## config.mk

```make
export PLATFORM = sky130hd
export DESIGN_NAME = pipelined_addsub
export DESIGN_NICKNAME = d
export VERILOG_FILES = /design/src/rtl/addsub_pkg.sv /design/src/rtl/addsub_segment.sv /design/src/rtl/pipelined_addsub.sv
export SDC_FILE = /design/constraint.sdc
export NUM_CORES = 1
export LEC_CHECK = 0
export ABC_CLOCK_PERIOD_IN_PS = 3400
export CORE_ASPECT_RATIO = 1.25
export CORE_UTILIZATION = 39
export CTS_CLUSTER_SIZE = 24
export DETAILED_ROUTE_END_ITERATION = 7
export PLACE_DENSITY = 0.67
export SYNTH_ARGS = -nofsm -noshare
export SYNTH_HDL_FRONTEND = slang
export SYNTH_SLANG_ARGS = --single-unit
```

## constraint.sdc

```tcl
create_clock -name clk -period 3.4 [get_ports clk]
set_clock_uncertainty 0.1 [all_clocks]
set_input_delay 0.68 -clock clk [delete_from_list [all_inputs] [get_ports clk]]
set_output_delay 0.68 -clock clk [all_outputs]
set_load 0.02 [all_outputs]
```

## src/rtl/addsub_pkg.sv

```systemverilog
// Shared definitions for the pipelined adder/subtractor: opcode encoding and
// the flag bundle produced alongside each result.
package addsub_pkg;

  localparam logic OP_ADD = 1'b0;
  localparam logic OP_SUB = 1'b1;

  localparam int FLAG_COUT = 0;
  localparam int FLAG_OVF  = 1;
  localparam int FLAG_ZERO = 2;
  localparam int FLAG_W    = 3;

  typedef struct packed {
    logic zero;
    logic ovf;
    logic cout;
  } addsub_flags_t;

endpackage

```

## src/rtl/addsub_segment.sv

```systemverilog
// Combinational SEG-bit ripple slice; also exposes the carry into its top bit
// so the parent can form two's-complement overflow on the last slice.
module addsub_segment
  import addsub_pkg::*;
#(
  parameter int SEG = 4
) (
  input  logic [SEG-1:0] a,
  input  logic [SEG-1:0] b,
  input  logic           ci,
  output logic [SEG-1:0] s,
  output logic           co,
  output logic           c_msb_in
);

  logic [SEG:0] c;

  always_comb begin
    c    = '0;
    s    = '0;
    c[0] = ci;
    for (int i = 0; i < SEG; i++) begin
      s[i]   = a[i] ^ b[i] ^ c[i];
      c[i+1] = (a[i] & b[i]) | (c[i] & (a[i] ^ b[i]));
    end
  end

  assign co       = c[SEG];
  assign c_msb_in = c[SEG-1];

endmodule

```

## src/rtl/pipelined_addsub.sv

```systemverilog
// WIDTH-bit adder/subtractor with the carry chain cut into STAGES registered
// slices, behind a valid/ready handshake with a single global enable.
module pipelined_addsub
  import addsub_pkg::*;
#(
  parameter int WIDTH = 16,
  parameter int SEG   = 4
) (
  input  logic             clk,
  input  logic             reset_n,
  input  logic             in_valid,
  output logic             in_ready,
  input  logic [WIDTH-1:0] a,
  input  logic [WIDTH-1:0] b,
  input  logic             op,
  input  logic             cin,
  output logic             out_valid,
  input  logic             out_ready,
  output logic [WIDTH-1:0] sum,
  output logic             cout,
  output logic             ovf,
  output logic             zero
);

  localparam int STAGES = WIDTH / SEG;
  localparam int LAST   = STAGES - 1;

  typedef logic [WIDTH-1:0] word_t;

  if (WIDTH % SEG != 0) begin : gen_seg_check
    $error("pipelined_addsub: WIDTH must be a multiple of SEG");
  end

  logic          en;

  // Stage registers. Operands are stored pre-shifted so the next slice to be
  // added always sits in bits [SEG-1:0]; finished slices enter the sum from
  // the top and move down, landing in place after the last stage.
  logic          st_v [STAGES];
  logic          st_c [STAGES];
  word_t         st_a [STAGES];
  word_t         st_b [STAGES];
  word_t         st_s [STAGES];

  logic          in_v  [STAGES];
  logic          in_c  [STAGES];
  word_t         in_a  [STAGES];
  word_t         in_b  [STAGES];
  word_t         in_s  [STAGES];
  word_t         nxt_s [STAGES];

  logic [SEG-1:0] seg_s  [STAGES];
  logic           seg_co [STAGES];
  logic           seg_cm [STAGES];

  addsub_flags_t flags_d;
  addsub_flags_t flags_q;

  assign en        = !out_valid || out_ready;
  assign in_ready  = en;
  assign out_valid = st_v[LAST];

  genvar k;
  for (k = 0; k < STAGES; k++) begin : gen_stage
    if (k == 0) begin : gen_head
      assign in_v[0] = in_valid;
      assign in_a[0] = a;
      assign in_b[0] = (op == OP_SUB) ? ~b : b;
      assign in_c[0] = cin;
      assign in_s[0] = '0;
    end else begin : gen_link
      assign in_v[k] = st_v[k-1];
      assign in_a[k] = st_a[k-1];
      assign in_b[k] = st_b[k-1];
      assign in_c[k] = st_c[k-1];
      assign in_s[k] = st_s[k-1];
    end

    addsub_segment #(
      .SEG (SEG)
    ) u_seg (
      .a        (in_a[k][SEG-1:0]),
      .b        (in_b[k][SEG-1:0]),
      .ci       (in_c[k]),
      .s        (seg_s[k]),
      .co       (seg_co[k]),
      .c_msb_in (seg_cm[k])
    );

    assign nxt_s[k] = (in_s[k] >> SEG) | (word_t'(seg_s[k]) << (WIDTH - SEG));
  end

  always_comb begin
    flags_d      = '0;
    flags_d.cout = seg_co[LAST];
    flags_d.ovf  = seg_co[LAST] ^ seg_cm[LAST];
    flags_d.zero = (nxt_s[LAST] == '0);
  end

  always_ff @(posedge clk or negedge reset_n) begin
    if (!reset_n) begin
      for (int i = 0; i < STAGES; i++) begin
        st_v[i] <= 1'b0;
        st_c[i] <= 1'b0;
        st_a[i] <= '0;
        st_b[i] <= '0;
        st_s[i] <= '0;
      end
      flags_q <= '0;
    end else if (en) begin
      for (int i = 0; i < STAGES; i++) begin
        st_v[i] <= in_v[i];
        st_c[i] <= seg_co[i];
        st_a[i] <= in_a[i] >> SEG;
        st_b[i] <= in_b[i] >> SEG;
        st_s[i] <= nxt_s[i];
      end
      flags_q <= flags_d;
    end
  end

  assign sum  = st_s[LAST];
  assign cout = flags_q.cout;
  assign ovf  = flags_q.ovf;
  assign zero = flags_q.zero;

endmodule
```

==> metrics.md, run 1 <==
| Metric | Value |
|---|---|
| Row Count | 42 |
| Crit. End Element | flip-flop |
| Post-DR vias/cell | 4.58 |
| Synth-to-Final Area Change | 23.1% |
| Worst rel slew slack | 31.9% |
| Peak VDD IR | 0.000415 V |
| DIE HEIGHT | 118 microns |
| Final Max Tran Viols | 0 |
| Setup WS post-layout | 0.515 ns |
| Post-CTS setup buffers | 0 |
| Reg-to-reg startpoint | in_c[0] |
| Slowest-stage cell, CP | clkdlybuf4s50_1 |
| IO Count | 59 |
| Setup WS pre-CTS | 0.122 ns |
| Remaining DRCs | 0 |
| CTS Hold Buffers Added | 0 |
| Final period util | 84.8% |
| Power per Cell Area | 910 mW/mm^2 |
| Largest net degree at the start of global routing | 112 |
| CP Class | input pin to flip-flop |
| Count of port buffers added during placement | 58 |
| LEAKAGE | 0.00255 uW |
| CP Cell Sequence | clkdlybuf4s50_1 -> xnor2_1 -> fa_1 -> inv_1 -> fa_1 -> inv_1 -> fa_1 -> inv_1 -> fa_1 -> nand2_1 -> nand2_1 |
| FILL cells | 998 |
| Sw frac | 35.5% |
| Total GRT Usage | 16.3% |
| Power share of the clock group | 23.2% |
| Yosys top cell by area | dfrtp_1 |
| H-tree levels | 3 |
| Antenna violations before repair | 0 |
| Share of the synthesized area in the top cell type | 58.0% |
| Minimum clock period | 2.88 ns |
| Worst Path Max Fanout | 2 |
| Mapped Avg Cell Area | 9.50 sq um |
| CTS root buf | clkbuf_16 |
| Reg2Reg Setup Slack | 0.56 ns |
| First-pass GRT wire length | 13700 microns |
| Combinational share of power | 35.2% |
| CP startpoint kind | input pin |
| Core area | 0.0106 sq mm |
| Hold Crit Class | flip-flop to flip-flop |
| Status | complete, no violations |
| ANT cells | 0 |
| Total Nets Final | 551 |
| CP Depth | 11 |
| Crit Reg-Reg Endpoint | zero |
| Antenna Nets Post-Route | 0 |
| WL/cell | 12.7 microns |
| Final Hold Fails | 0 |
| Worst path bufs/invs | 4 |
| # setup viols final | 0 |
| DRT Pass-1 Iters | 4 |
| Cell family with most CP delay | adder cells |
| RSZ-0062 raised after global routing | no |
| Worst setup path end | in_s[47] |
| Seq pwr share | 41.5% |
| Gpl congestion | 0.763 |
| Synth top area cells | dfrtp_1, nand2_1, fa_1 |
| GRT overflow | 0 |
| Slew @ Worst Pin | 1.02 ns |
| Clock sinks | 98 |
| Cts bufs inserted | 9 |
| Sequential share of the synthesized area | 58.0% |
| Max-capacitance violation count | 0 |
| Most used cell, CP | fa_1 |
| Via count | 2906 |
| Crit. Startpoint | op |
| TritonCTS clock tree | yes |
| Initial Util | 40.0% |
| Synthesized instance count | 445 |
| Clock transition at path regs | 0.07 ns |
| Yosys reg bits | 98 |
| Vias in the first global route | 2865 |
| Placed cell areas | 0.00488 sq mm |
| Number of library cell types mapped by synthesis | 20 |
| Layout cells sized above 1 | 4.98% |
| Power Internal | 3060 uW |
| Ys Warns | 0 |
| Post-DP HPWL | 5320 microns |
| Switch Pwr | 1680 uW |
| CP required | 3.54 ns |
| DIE AREA | 0.0113 sq mm |
| Reg2reg path depth | 10 |
| Cts repair resizes | 0 |
| Syn Nets | 499 |
| Routed wire length | 8040 microns |
| Final core utilization | 49.3% |
| Fmax | 347 MHz |
| Chip width | 95.1 microns |
| Arr. time, crit path | 3.02 ns |
| Finished Cell Area | 0.00520 sq mm |
| Setup tns final | 0 ns |
| Pwr Total | 4740 uW |
| 1st-iter DRT viols | 152 |
| Worst path max stage delay | 0.50 ns |
| Synthesized area | 0.00423 sq mm |
| Worst skew pair latency | 0.35 ns |
| Clock Tree Buf Depth | 2 |
==> worst min path at each step <==
stage | from | endpoint | slack (ns) | cells after the start
detailed placement | in_v[0] | in_v[0] | 0.35 | 2
CTS | in_v[0] | in_v[0] | 0.37 | 2
finish | in_v[0] | out_valid | 0.36 | 1
global placement | in_v[0] | in_v[0] | 0.34 | 2
global route | in_v[0] | out_valid | 0.38 | 1
floorplan | reset_n | cout | 0.28 | 0
==> synth_stat cells (all sizes together) <==
| cell | instances |
|---|---|
| a21oi | 12 |
| o21ai | 23 |
| fa | 16 |
| nor4b | 2 |
| nor4 | 2 |
| dfrtp | 98 |
| inv | 28 |
| xor2 | 5 |
| nor2 | 12 |
| buf | 19 |
| nor2b | 1 |
| nand4 | 1 |
| xnor2 | 12 |
| nand2b | 1 |
| clkbuf | 4 |
| nand2 | 209 |
==> routing by layer <==
metal / part of all wire (%) / global-route usage [%]
met5: 0 / 0
met4: 2.0 / 6.44
met3: 4.2 / 4.12
met2: 50 / 26.3
met1: 44 / 20.9
==> power by group through the flow <==
stage	Combinational, uW	Clock (uW)	Sequential, uW
CTS	1710	1130	1980
global route	1930	1180	2030
global placement	1640	0	1980
finish	1670	1100	1970
floorplan	1020	0	2070
detailed placement	1700	0	2000
==> cell type report <==
cell class,count,area [sq um],area share (%)
flip-flops and latches,98,2450,47.1
inverters,28,105,2.02
repair buffers,64,623,12.0
clock inverters,6,90.1,1.73
multi-input cells,296,1530,29.4
clock buffers,10,239,4.59
well taps,132,165,3.17
==> flip-flops by register name, indices dropped and copies added (netlist names) <==
register / count
zero: 1
in_a: 24
ovf: 1
in_b: 24
in_s: 24
sum: 16
in_c: 3
out_valid: 1
cout: 1
in_v: 3
==> through the flow <==
step,cells,hold slack [ns]
6_report,634,0.362
5_1_grt,634,0.380
4_1_cts,634,0.369
3_5_place_dp,618,0.354
3_3_place_gp,618,0.345
2_1_floorplan,445,0.284
==> logic make-up (layout without fill, tap and decap cells) <==
| kind of cell | after synthesis | in the layout | share of synthesized area, % |
|---|---|---|---|
| AOI/OAI and AO/OA | 35 | 35 | 4.14 |
| xor gates and xnor gates | 17 | 17 | 3.52 |
| adders and majority gates | 16 | 16 | 7.58 |
| buffers and inverters | 51 | 108 | 5.80 |
| DFF | 98 | 98 | 58.0 |
| and+or+nand+nor | 228 | 228 | 21.0 |
==> worst register-to-register path, cell delays in order (launching register included) <==
cell,delay (ns)
dfrtp_1,0.35
inv_1,0.06
fa_1,0.43
inv_1,0.09
fa_1,0.22
fa_1,0.29
inv_1,0.09
fa_1,0.59
nor4b_1,0.24
nand4_1,0.13
o21ai_0,0.17
==> layout by cell type, fill, tap and decap left out <==
cell / count
a21oi_1: 12
buf_4: 7
bufinv_16: 2
clkbuf_16: 9
clkbuf_8: 1
clkdlybuf4s50_1: 57
clkinv_2: 1
clkinv_4: 2
clkinvlp_4: 1
dfrtp_1: 98
fa_1: 16
inv_1: 27
inv_2: 1
nand2_1: 209
nand2b_1: 1
nand4_1: 1
nor2_1: 12
nor2b_4: 1
nor4_1: 2
nor4b_1: 2
o21ai_0: 18
o21ai_1: 5
xnor2_1: 12
xor2_1: 5
(Power assumes the default switching activity.)
==> run 2, diff against run 1 <==
--- a/config.mk
+++ b/config.mk
@@ -5,12 +5,12 @@
 export SDC_FILE = /design/constraint.sdc
 export NUM_CORES = 1
 export LEC_CHECK = 0
-export ABC_CLOCK_PERIOD_IN_PS = 3400
+export ABC_CLOCK_PERIOD_IN_PS = 2400
 export CORE_ASPECT_RATIO = 1.25
 export CORE_UTILIZATION = 39
 export CTS_CLUSTER_SIZE = 24
 export DETAILED_ROUTE_END_ITERATION = 7
-export PLACE_DENSITY = 0.67
+export PLACE_DENSITY = 0.69
 export SYNTH_ARGS = -nofsm -noshare
 export SYNTH_HDL_FRONTEND = slang
 export SYNTH_SLANG_ARGS = --single-unit
==> constraint.sdc (replaced) <==
create_clock -name clk -period 2.4 [get_ports clk]
set_clock_uncertainty 0.1 [all_clocks]
set_input_delay 0.48 -clock clk [delete_from_list [all_inputs] [get_ports clk]]
set_output_delay 0.48 -clock clk [all_outputs]
set_load 0.02 [all_outputs]
==> metrics.md, run 2 (synthesis results as in run 1) <==
| Metric | Value |
|---|---|
| Post-DP HPWL | 5160 microns (-3.0%) |
| Commonest non-fill, non-tap cells in the layout | nand2_1, dfrtp_1, clkdlybuf4s50_1 |
| Routed wl met3 | 185 microns (-45%) |
| Crit. End Element | flip-flop |
| Final core utilization | 50.1% (+0.84 points) |
| Met2 WL | 3740 microns (-6.1%) |
| Post-DR vias/cell | 4.50 (-1.9%) |
| Setup tns final | -0.00301 ns (-0.00301 ns) |
| Top Layer Used | met4 |
| Vias in the first global route | 2855 (-0.35%) |
| DIE HEIGHT | 118 microns (unchanged) |
| Arr. time, crit path | 2.56 ns (-0.46 ns) |
| Slew @ Worst Pin | 0.783 ns (-0.239 ns) |
| Power per Cell Area | 1290 mW/mm^2 (+41%) |
| Worst Path Max Fanout | 2 (unchanged) |
| WL/cell | 11.9 microns (-6.2%) |
| Remaining DRCs | 0 (unchanged) |
| Clock Tree Buf Depth | 2 (unchanged) |
| LEAKAGE | 0.00260 uW (+1.7%) |
| Final period util | 100% |
| Fmax | 416 MHz |
| DIE AREA | 0.0113 sq mm (unchanged) |
| Peak VDD IR | 0.000507 V (+22%) |
| Worst rel slew slack | 47.8% (+16 points) |
| GRT overflow | 0 (unchanged) |
| CP Cell Sequence | inv_2 -> fa_2 -> inv_2 -> fa_2 -> fa_2 -> inv_2 -> fa_1 -> nor4b_4 -> nand4_1 -> o21ai_1 |
| Setup WS pre-CTS | -0.608 ns (-0.730 ns) |
| Gpl congestion | 0.766 (+0.49%) |
| Chip width | 95.1 microns (unchanged) |
| Hold Crit Class | input pin to asynchronous set/reset pin |
| Antenna violations before repair | 0 (unchanged) |
| Clock sinks | 98 (unchanged) |
| IO Count | 59 (unchanged) |
| CP startpoint kind | flip-flop |
| Final Hold Fails | 0 (unchanged) |
| Largest net degree at the start of global routing | 112 (unchanged) |
| CP required | 2.56 ns (-0.98 ns) |
| Antenna Nets Post-Route | 0 (unchanged) |
| Worst path max stage delay | 0.49 ns (about the same) |
| Total Nets Final | 558 (+1.3%) |
| Synth-to-Final Area Change | 25.2% |
| Routed wire length | 7620 microns (-5.2%) |
| CTS root buf | clkbuf_16 |
| Clock transition at path regs | 0.07 ns (about the same) |
| Minimum clock period | 2.40 ns |
| Failing checks | negative setup slack |
| Wl on met1 | 3510 microns (-1.2%) |
| Core area | 0.0106 sq mm (unchanged) |
| 1st-iter DRT viols | 221 (+45%) |
| Status | finished with violations |
| # setup viols final | 1 (+1) |
| Slowest-stage cell, CP | fa_1 |
| H-tree levels | 3 (unchanged) |
| ANT cells | 0 (unchanged) |
| Final Max Tran Viols | 0 (unchanged) |
| Setup WS post-layout | -0.00301 ns (-0.518 ns) |
| RSZ-0062 raised after global routing | yes |
| Worst skew pair latency | 0.34 ns (about the same) |
| Initial Util | 40.0% (unchanged) |
| TritonCTS clock tree | yes |
| CTS Hold Buffers Added | 0 (unchanged) |
| Total GRT Usage | 15.5% (-0.88 points) |
| Commonest non-fill, non-tap cell in the layout | nand2_1 |
| First-pass GRT wire length | 13300 microns (-3.0%) |
| Max-capacitance violation count | 0 (unchanged) |
| Cts bufs inserted | 9 (unchanged) |
| Count of port buffers added during placement | 58 (unchanged) |
| DRT Pass-1 Iters | 4 (unchanged) |
| Row Count | 42 (unchanged) |
| CP Class | flip-flop to flip-flop |
| Via count | 2882 (-0.83%) |
| Layout cells sized above 1 | 11.0% (+6.0 points) |
[run 2: critical path: cells and delay by family (launching register included)]
family | cells | cell delay (ns)
compound gates | 1 | 0.15
fa+ha+maj | 4 | 1.27
buf+inv | 3 | 0.16
flops | 1 | 0.35
simple gates | 2 | 0.29
[run 2: area by class of cell]
class	count	area (sq um)
flip-flops and latches	98	2450
fillers	1004	5270
clock buffers	10	229
well taps	132	165
clock inverters	6	57.6
repair buffers	71	696
inverters	28	106
multi-input cells	296	1590
[run 2: path summary, 6_finish.rpt]
kind                         start        end  slack, ns  depth (start not counted)
setup reg to reg           in_b[0]       zero     -0.003                         10
hold / removal             reset_n     sum[3]      0.005                          1
setup / recovery           in_b[0]       zero     -0.003                         10
max in group asynchronous  reset_n   in_b[18]       1.54                          2
min in group clk           in_v[0]  out_valid       0.36                          1
hold reg to reg            in_v[0]  out_valid       0.36                          1
[run 2: power breakdown]
group,internal (uW),switching [uW]
Clock,800,593
Combinational,1190,1410
Sequential,2390,421
[run 2: timing repair]
action | CTS | global route
gates cloned | 0 | 0
hold endpoints to repair | 0 | 0
setup buffers | 4 | 1
pin swaps | 4 | 7
endpoints found under the setup margin | 3 | 5
gates resized for setup | 5 | 15
[run 2: per-layer routing]
metal,up-vias,track usage (%)
met5,-,0
met2,37,23.0
met4,0,8.71
met1,1369,21.5
met3,9,2.19
li1,1467,-
[run 2: stage by stage]
stage	total power, uW	instance area (sq um)	hold slack [ns]	instances
after floorplan	4420	4280	0.0844	445
after global placement	5220	4960	0.347	620
after detailed placement	5310	4960	0.353	620
after CTS	6800	5270	0.0112	640
after global routing	7360	5290	0.0396	641
final	6800	5290	0.00510	641
==> run 3, diff against run 2 <==
--- a/config.mk
+++ b/config.mk
@@ -6,6 +6,7 @@
 export NUM_CORES = 1
 export LEC_CHECK = 0
 export ABC_CLOCK_PERIOD_IN_PS = 2400
+export CAP_MARGIN = 20
 export CORE_ASPECT_RATIO = 1.25
 export CORE_UTILIZATION = 39
 export CTS_CLUSTER_SIZE = 24
==> results of run 3 <==
Same layout as run 2: the final DEF is identical, and so are final timing and power.
